==> src/rtl/sipo_deserializer_pkg.sv <==
// Shared types and helpers for the SIPO deserializer.
// The PARITY state is only reached when SIPO_PARITY_EN is defined.
package sipo_pkg;

    typedef enum logic [1:0] {
        IDLE   = 2'd0,
        SHIFT  = 2'd1,
        PARITY = 2'd2
    } state_t;

    // Bit counter must be able to hold the value WIDTH.
    function automatic int cnt_width(input int width);
        return $clog2(width + 1);
    endfunction

endpackage

==> src/rtl/sipo_deserializer_if.sv <==
// Serial link input and parallel output handshake bundle.
// PERR exists only when SIPO_PARITY_EN is defined.
interface sipo_deserializer_if #(
    parameter int WIDTH = 8
);
    logic             SIN;
    logic             SIN_VALID;
    logic             SIN_FRAME;
    logic [WIDTH-1:0] PDATA;
    logic             PVALID;
    logic             PREADY;
    logic             FRAME_ERR;
    logic             OVERRUN;
    logic             BUSY;
`ifdef SIPO_PARITY_EN
    logic             PERR;
`endif

    modport master (
        output SIN, SIN_VALID, SIN_FRAME, PREADY,
`ifdef SIPO_PARITY_EN
        input  PERR,
`endif
        input  PDATA, PVALID, FRAME_ERR, OVERRUN, BUSY
    );

    modport slave (
        input  SIN, SIN_VALID, SIN_FRAME, PREADY,
`ifdef SIPO_PARITY_EN
        output PERR,
`endif
        output PDATA, PVALID, FRAME_ERR, OVERRUN, BUSY
    );

endinterface

==> src/rtl/sipo_deserializer_out_reg.sv <==
// Parallel output holding register: valid/ready handoff and overrun detection.
// Carries the parity error flag alongside the data when SIPO_PARITY_EN is defined.
module sipo_out_reg #(
    parameter int WIDTH = 8
) (
    input  logic             CLK,
    input  logic             RST,
    input  logic             i_load,
    input  logic [WIDTH-1:0] i_data,
    input  logic             i_ready,
`ifdef SIPO_PARITY_EN
    input  logic             i_perr,
    output logic             o_perr,
`endif
    output logic [WIDTH-1:0] o_data,
    output logic             o_valid,
    output logic             o_overrun
);

    logic [WIDTH-1:0] r_data;
    logic             r_valid;
    logic             r_overrun;
`ifdef SIPO_PARITY_EN
    logic             r_perr;
`endif

    always_ff @(posedge CLK) begin
        if (RST) begin
            r_data    <= '0;
            r_valid   <= 1'b0;
            r_overrun <= 1'b0;
`ifdef SIPO_PARITY_EN
            r_perr    <= 1'b0;
`endif
        end else begin
            r_overrun <= 1'b0;
            if (i_load) begin
                // A word may land in the same cycle the pending one is consumed.
                if (!r_valid || i_ready) begin
                    r_data  <= i_data;
                    r_valid <= 1'b1;
`ifdef SIPO_PARITY_EN
                    r_perr  <= i_perr;
`endif
                end else begin
                    r_overrun <= 1'b1;
                end
            end else if (r_valid && i_ready) begin
                r_valid <= 1'b0;
            end
        end
    end

    assign o_data    = r_data;
    assign o_valid   = r_valid;
    assign o_overrun = r_overrun;
`ifdef SIPO_PARITY_EN
    assign o_perr    = r_perr;
`endif

endmodule

==> src/rtl/sipo_deserializer.sv <==
// Serial-in parallel-out receiver, MSB first, with framing-error flag.
// Defining SIPO_PARITY_EN adds a trailing even-parity bit and the PERR output.
module sipo_deserializer
    import sipo_pkg::*;
#(
    parameter  int WIDTH = 8,
    localparam int CNT_W = cnt_width(WIDTH)
) (
    input logic CLK,
    input logic RST,
    sipo_deserializer_if.slave bus
);

    state_t           r_state, w_next_state;
    logic [CNT_W-1:0] r_cnt, w_next_cnt;
    logic [WIDTH-1:0] r_shift, w_next_shift;
    logic [WIDTH-1:0] w_shifted;
    logic [WIDTH-1:0] w_word;
    logic             w_word_done;
    logic             w_frame_err;
    logic             r_frame_err;
    logic             w_perr;

    assign w_shifted = {r_shift[WIDTH-2:0], bus.SIN};

    always_ff @(posedge CLK) begin
        if (RST) begin
            r_state     <= IDLE;
            r_cnt       <= '0;
            r_shift     <= '0;
            r_frame_err <= 1'b0;
        end else begin
            r_state     <= w_next_state;
            r_cnt       <= w_next_cnt;
            r_shift     <= w_next_shift;
            r_frame_err <= w_frame_err;
        end
    end

    always_comb begin
        w_next_state = r_state;
        w_next_cnt   = r_cnt;
        w_next_shift = r_shift;
        w_word       = w_shifted;
        w_word_done  = 1'b0;
        w_frame_err  = 1'b0;
        w_perr       = 1'b0;
        if (bus.SIN_VALID) begin
            case (r_state)
                IDLE: begin
                    if (bus.SIN_FRAME) begin
                        w_next_shift = w_shifted;
                        w_next_cnt   = CNT_W'(1);
                        w_next_state = SHIFT;
                    end
                end
                SHIFT: begin
                    w_next_shift = w_shifted;
                    if (bus.SIN_FRAME) begin
                        w_frame_err = 1'b1;
                        w_next_cnt  = CNT_W'(1);
                    end else if (r_cnt == CNT_W'(WIDTH - 1)) begin
`ifdef SIPO_PARITY_EN
                        w_next_cnt   = CNT_W'(WIDTH);
                        w_next_state = PARITY;
`else
                        w_word_done  = 1'b1;
                        w_next_cnt   = '0;
                        w_next_state = IDLE;
`endif
                    end else begin
                        w_next_cnt = r_cnt + CNT_W'(1);
                    end
                end
`ifdef SIPO_PARITY_EN
                PARITY: begin
                    if (bus.SIN_FRAME) begin
                        w_frame_err  = 1'b1;
                        w_next_shift = w_shifted;
                        w_next_cnt   = CNT_W'(1);
                        w_next_state = SHIFT;
                    end else begin
                        w_word       = r_shift;
                        w_perr       = (^r_shift) ^ bus.SIN;
                        w_word_done  = 1'b1;
                        w_next_cnt   = '0;
                        w_next_state = IDLE;
                    end
                end
`endif
                default: begin
                    w_next_cnt   = '0;
                    w_next_state = IDLE;
                end
            endcase
        end
    end

    sipo_out_reg #(
        .WIDTH (WIDTH)
    ) u_out_reg (
        .CLK       (CLK),
        .RST       (RST),
        .i_load    (w_word_done),
        .i_data    (w_word),
        .i_ready   (bus.PREADY),
`ifdef SIPO_PARITY_EN
        .i_perr    (w_perr),
        .o_perr    (bus.PERR),
`endif
        .o_data    (bus.PDATA),
        .o_valid   (bus.PVALID),
        .o_overrun (bus.OVERRUN)
    );

`ifndef SIPO_PARITY_EN
    logic w_unused;
    assign w_unused = w_perr;
`endif

    assign bus.FRAME_ERR = r_frame_err;
    assign bus.BUSY      = (r_state != IDLE);

endmodule

==> src/flat_wrapper.sv <==
// flat-port wrapper written by rule: the top's interface ports become plain ports
module sipo_deserializer_flat import sipo_pkg::*;
#(
    parameter  int WIDTH = 8,
    localparam int CNT_W = cnt_width(WIDTH)
)
  (CLK, RST, bus_SIN, bus_SIN_VALID, bus_SIN_FRAME, bus_PREADY, bus_PDATA, bus_PVALID, bus_FRAME_ERR, bus_OVERRUN, bus_BUSY);
  sipo_deserializer_if #(.WIDTH(WIDTH)) bus_i ();
  input logic CLK;
  input logic RST;
  input wire logic [$bits(bus_i.SIN)-1:0] bus_SIN;
  input wire logic [$bits(bus_i.SIN_VALID)-1:0] bus_SIN_VALID;
  input wire logic [$bits(bus_i.SIN_FRAME)-1:0] bus_SIN_FRAME;
  input wire logic [$bits(bus_i.PREADY)-1:0] bus_PREADY;
  output wire logic [$bits(bus_i.PDATA)-1:0] bus_PDATA;
  output wire logic [$bits(bus_i.PVALID)-1:0] bus_PVALID;
  output wire logic [$bits(bus_i.FRAME_ERR)-1:0] bus_FRAME_ERR;
  output wire logic [$bits(bus_i.OVERRUN)-1:0] bus_OVERRUN;
  output wire logic [$bits(bus_i.BUSY)-1:0] bus_BUSY;
  assign bus_i.SIN = bus_SIN;
  assign bus_i.SIN_VALID = bus_SIN_VALID;
  assign bus_i.SIN_FRAME = bus_SIN_FRAME;
  assign bus_i.PREADY = bus_PREADY;
  assign bus_PDATA = bus_i.PDATA;
  assign bus_PVALID = bus_i.PVALID;
  assign bus_FRAME_ERR = bus_i.FRAME_ERR;
  assign bus_OVERRUN = bus_i.OVERRUN;
  assign bus_BUSY = bus_i.BUSY;
  sipo_deserializer #(.WIDTH(WIDTH)) u_core (.CLK(CLK), .RST(RST), .bus(bus_i));
endmodule
==> config.mk <==
export PLATFORM = sky130hd
export DESIGN_NAME = sipo_deserializer_flat
export DESIGN_NICKNAME = d
export VERILOG_FILES = /design/src/rtl/sipo_deserializer_pkg.sv /design/src/rtl/sipo_deserializer_if.sv /design/src/rtl/sipo_deserializer_out_reg.sv /design/src/rtl/sipo_deserializer.sv /design/src/flat_wrapper.sv
export SDC_FILE = /design/constraint.sdc
export NUM_CORES = 1
export LEC_CHECK = 0
export BUFFER_PORTS_ARGS = -buffer_cell sky130_fd_sc_hd__buf_2
export CAP_MARGIN = 10
export CORE_MARGIN = 8
export CORE_UTILIZATION = 40
export CTS_BUF_LIST = sky130_fd_sc_hd__clkbuf_8
export DETAILED_ROUTE_END_ITERATION = 8
export PLACE_DENSITY = 0.67
export REMOVE_ABC_BUFFERS = 1
export SLEW_MARGIN = 20
export SYNTH_ARGS = -nofsm -noshare
export SYNTH_HDL_FRONTEND = slang
export SYNTH_SLANG_ARGS = --single-unit
==> constraint.sdc <==
create_clock -name CLK -period 1.35 [get_ports CLK]
set_input_delay 0.3375 -clock CLK [delete_from_list [all_inputs] [get_ports CLK]]
set_output_delay 0.3375 -clock CLK [all_outputs]
set_load 0.05 [all_outputs]
==> impl_metrics.sql <==
INSERT INTO impl_metrics (metric_group, metric, value, unit) VALUES
('status', 'outcome', 'complete, but fails checks', ''),
('status', 'failed_checks', 'setup timing', ''),
('floorplan', 'die_width', '65.02', 'um'),
('timing', 'postLayoutSetupSlackWorst', '-0.03180', 'ns'),
('job', 'timing.max_cap.violations', '0', ''),
('detailed_routing', 'initialDrtViolationCount', '25', ''),
('clock_tree', 'tritoncts.num_buffers', '3', ''),
('critical_path', 'criticalPathCategory', 'reg -> reg', ''),
('placed_design', 'post-dp-hpwl', '1195', 'um'),
('logic_synthesis', 'synth_common_cells', 'dfxtp_1, nand2b_1, mux2i_1, nor2_1, nand2_1', ''),
('timing', 'fin_crit', '1.382', 'ns'),
('grt', 'grt_pass1_vias', '718', ''),
('placed_design', 'placement.cell_area', '1140', 'um^2'),
('layout', 'finish.instance_area', '1215', 'um^2'),
('logic_synthesis', 'ys_seq_area_share', '47.92', '%'),
('detailed_routing', 'met2_wirelength', '758', 'um'),
('timing', 'skew', '0.006607', 'ns'),
('layout', 'nFillCells', '206', ''),
('logic_synthesis', 'postSynthAreaPerCell', '10.11', 'um^2'),
('critical_path', 'timing.critical_path.cells', 'ha_4 > and3b_2 > or4_4 > o21ai_1', ''),
('timing', 'final_number_of_setup_violating_endpoints', '2', ''),
('floorplan', 'core.rowCount', '17', ''),
('layout', 'layout.core_utilization', '54.40', '%'),
('floorplan', 'floorplan.initialDensity', '43.03', '%'),
('detailed_routing', 'wl_met1', '857', 'um'),
('power', 'power_per_cell_area', '988.8', 'nW/um^2'),
('timing', 'holdWs', '0.3333', 'ns'),
('timing', 'relSlewSlack', '83.68', '%'),
('placed_design', 'dp_cells', '144', ''),
('grt', 'grt_max_degree', '32', ''),
('timing', 'timing.final.hold_violations', '0', ''),
('layout', 'drive_gt1_share', '30.58', '%'),
('grt', 'grt_overflow', '0', ''),
('timing', 'max_slew.worst_pin.slew', '0.2448', 'ns'),
('hold_path', 'worstHoldEndpoint', 'u_core.r_shift[0]', ''),
('critical_path', 'slowest_cell_on_the_critical_path', 'or4_4', ''),
('placed_design', 'buffer_ports.inserted', '17', ''),
('hold_path', 'worst_hold_path_type', 'in -> reg', ''),
('power', 'leakage', '0.5167', 'nW'),
('detailed_routing', 'drt_first_pass_iters', '4', ''),
('logic_synthesis', 'synthDominantAreaCellType', 'dfxtp_1', ''),
('logic_synthesis', 'synth_enable_flop_cells', '0', ''),
('power', 'switching_share', '21.62', '%'),
('critical_path', 'worst_ep_required_time', '1.55', 'ns'),
('floorplan', 'ioPinCount', '18', ''),
('detailed_routing', 'routed_wire_length_per_instance', '11.42', 'um'),
('clock_tree', 'worstSkewPairLatency', '0.25', 'ns'),
('clock_tree', 'h-tree-depth', '1', ''),
('clock_tree', 'tritoncts_num_sinks', '23', ''),
('detailed_routing', 'vias', '717', ''),
('logic_synthesis', 'synthesis.area', '960.9', 'um^2'),
('placed_design', 'placement.setup.worst_slack', '-0.04672', 'ns'),
('critical_path', 'slowest_delay', '0.47', 'ns'),
('clock_tree', 'cts_tree', 'done', ''),
('logic_synthesis', 'netlist.area_leader.share', '47.92', '%'),
('logic_synthesis', 'ys_dominant_reg_cell', 'dfxtp_1', ''),
('timing', 'fmaxAchievable', '723.7', 'MHz'),
('critical_path', 'timing.critical_path.from_type', 'flop', ''),
('detailed_routing', 'antenna_left', '0', ''),
('logic_synthesis', 'top_post_synthesis_cells_by_area', 'dfxtp_1, mux2i_1, nand2b_1', ''),
('grt', 'grt.total_usage', '8.905', '%'),
('hold_path', 'hp-start', 'bus_SIN', ''),
('timing', 'min_period_over_period', '102.4', '%'),
('clock_tree', 'cts.clk_slew.worst_paths', '0.08', 'ns'),
('critical_path', 'worst_flop_to_flop_path_startpoint', 'u_core.r_cnt[1]', ''),
('power', 'switching_power', '0.2597', 'mW'),
('floorplan', 'floorplan.core_area', '2233', 'um^2'),
('critical_path', 'worst-path-max-fanout', '3', ''),
('detailed_routing', 'route.detailed.drc', '0', ''),
('power', 'cell_internal_pwr', '0.9417', 'mW'),
('placed_design', 'finalWeightedCongestion', '0.7374', '');
==> sequential cells by signal, summed over array words and instances (netlist names) <==
signal / flops
u_core.u_out_reg.o_data: 8
u_core.r_shift: 7
u_core.r_cnt: 4
u_core.bus.FRAME_ERR: 1
u_core.r_state: 1
u_core.u_out_reg.o_overrun: 1
u_core.u_out_reg.o_valid: 1
==> routing by layer <==
layer | vias up | track usage [%]
li1 | 378 | -
met1 | 325 | 11.62
met2 | 12 | 13.79
met3 | 2 | 2.749
met4 | 0 | 2.452
met5 | - | 0
==> repair_timing <==
| action | 4_1_cts | 5_1_grt |
|---|---|---|
| buffers inserted | 1 | 0 |
| setup endpoints to repair | 9 | 10 |
| resized for setup | 5 | 2 |
| pin swaps | 4 | 3 |
==> cells in the final DEF (no fill, tap or decap), types with 2 or more instances in the layout <==
master / count
dfxtp_1: 21
buf_2: 16
and4b_1: 2
nor2_1: 8
buf_12: 2
dfxtp_2: 2
buf_4: 8
clkbuf_8: 3
nand2b_1: 17
mux2i_1: 15
a21oi_1: 4
nand2_1: 5
nand3b_1: 2
==> how the worst max path moves through the flow <==
stage / cells past startpoint / slack, ns / end / from
4_1_cts: 4 / -0.05 / u_core.r_cnt[3] / u_core.r_cnt[0]
3_5_place_dp: 4 / -0.05 / u_core.r_cnt[3] / u_core.r_cnt[0]
5_1_grt: 5 / -0.08 / u_core.u_out_reg.o_data[2] / u_core.r_cnt[1]
6_report: 4 / -0.03 / u_core.r_cnt[3] / u_core.r_cnt[1]
2_1_floorplan: 3 / -0.37 / u_core.u_out_reg.o_data[0] / u_core.r_state[0]
3_3_place_gp: 4 / -0.06 / u_core.r_cnt[3] / u_core.r_cnt[0]
==> critical path: cells and delay by family, from the launching register on <==
| kind | cells | cell delay (ns) |
|---|---|---|
| AND/OR/NAND/NOR | 2 | 0.68 |
| flip-flops | 1 | 0.35 |
| adder cells (fa/ha/maj) | 1 | 0.16 |
| AO/OA/AOI/OAI | 1 | 0.13 |
==> logic make-up after synthesis <==
family | Yosys count | share of synthesized area, %
DFF | 23 | 47.92
buffers and inverters | 5 | 3.516
AOI/OAI and AO/OA | 9 | 5.860
and+or+nand+nor | 41 | 24.87
muxes | 15 | 15.62
adders and majority gates | 1 | 1.302
xor gates and xnor gates | 1 | 0.9116
==> power groups by stage <==
stage	clock [mW]	combinational (mW)	sequential (mW)
floorplan	0	0.0377	0.717
global placement	0	0.102	0.706
CTS	0.414	0.104	0.693
detailed placement	0	0.103	0.707
finish	0.403	0.106	0.693
global route	0.447	0.114	0.694
==> area by class of cell <==
| class | instances | area (um^2) | share of cell area, % |
|---|---|---|---|
| clock buffer | 3 | 41.29 | 3.399 |
| clock inverter | 1 | 3.754 | 0.3090 |
| multi-input combinational | 67 | 484.2 | 39.86 |
| sequential | 23 | 462.9 | 38.10 |
| tap | 28 | 35.03 | 2.884 |
| timing repair buffer | 27 | 187.7 | 15.45 |
Power figures use the tool's default switching activity.
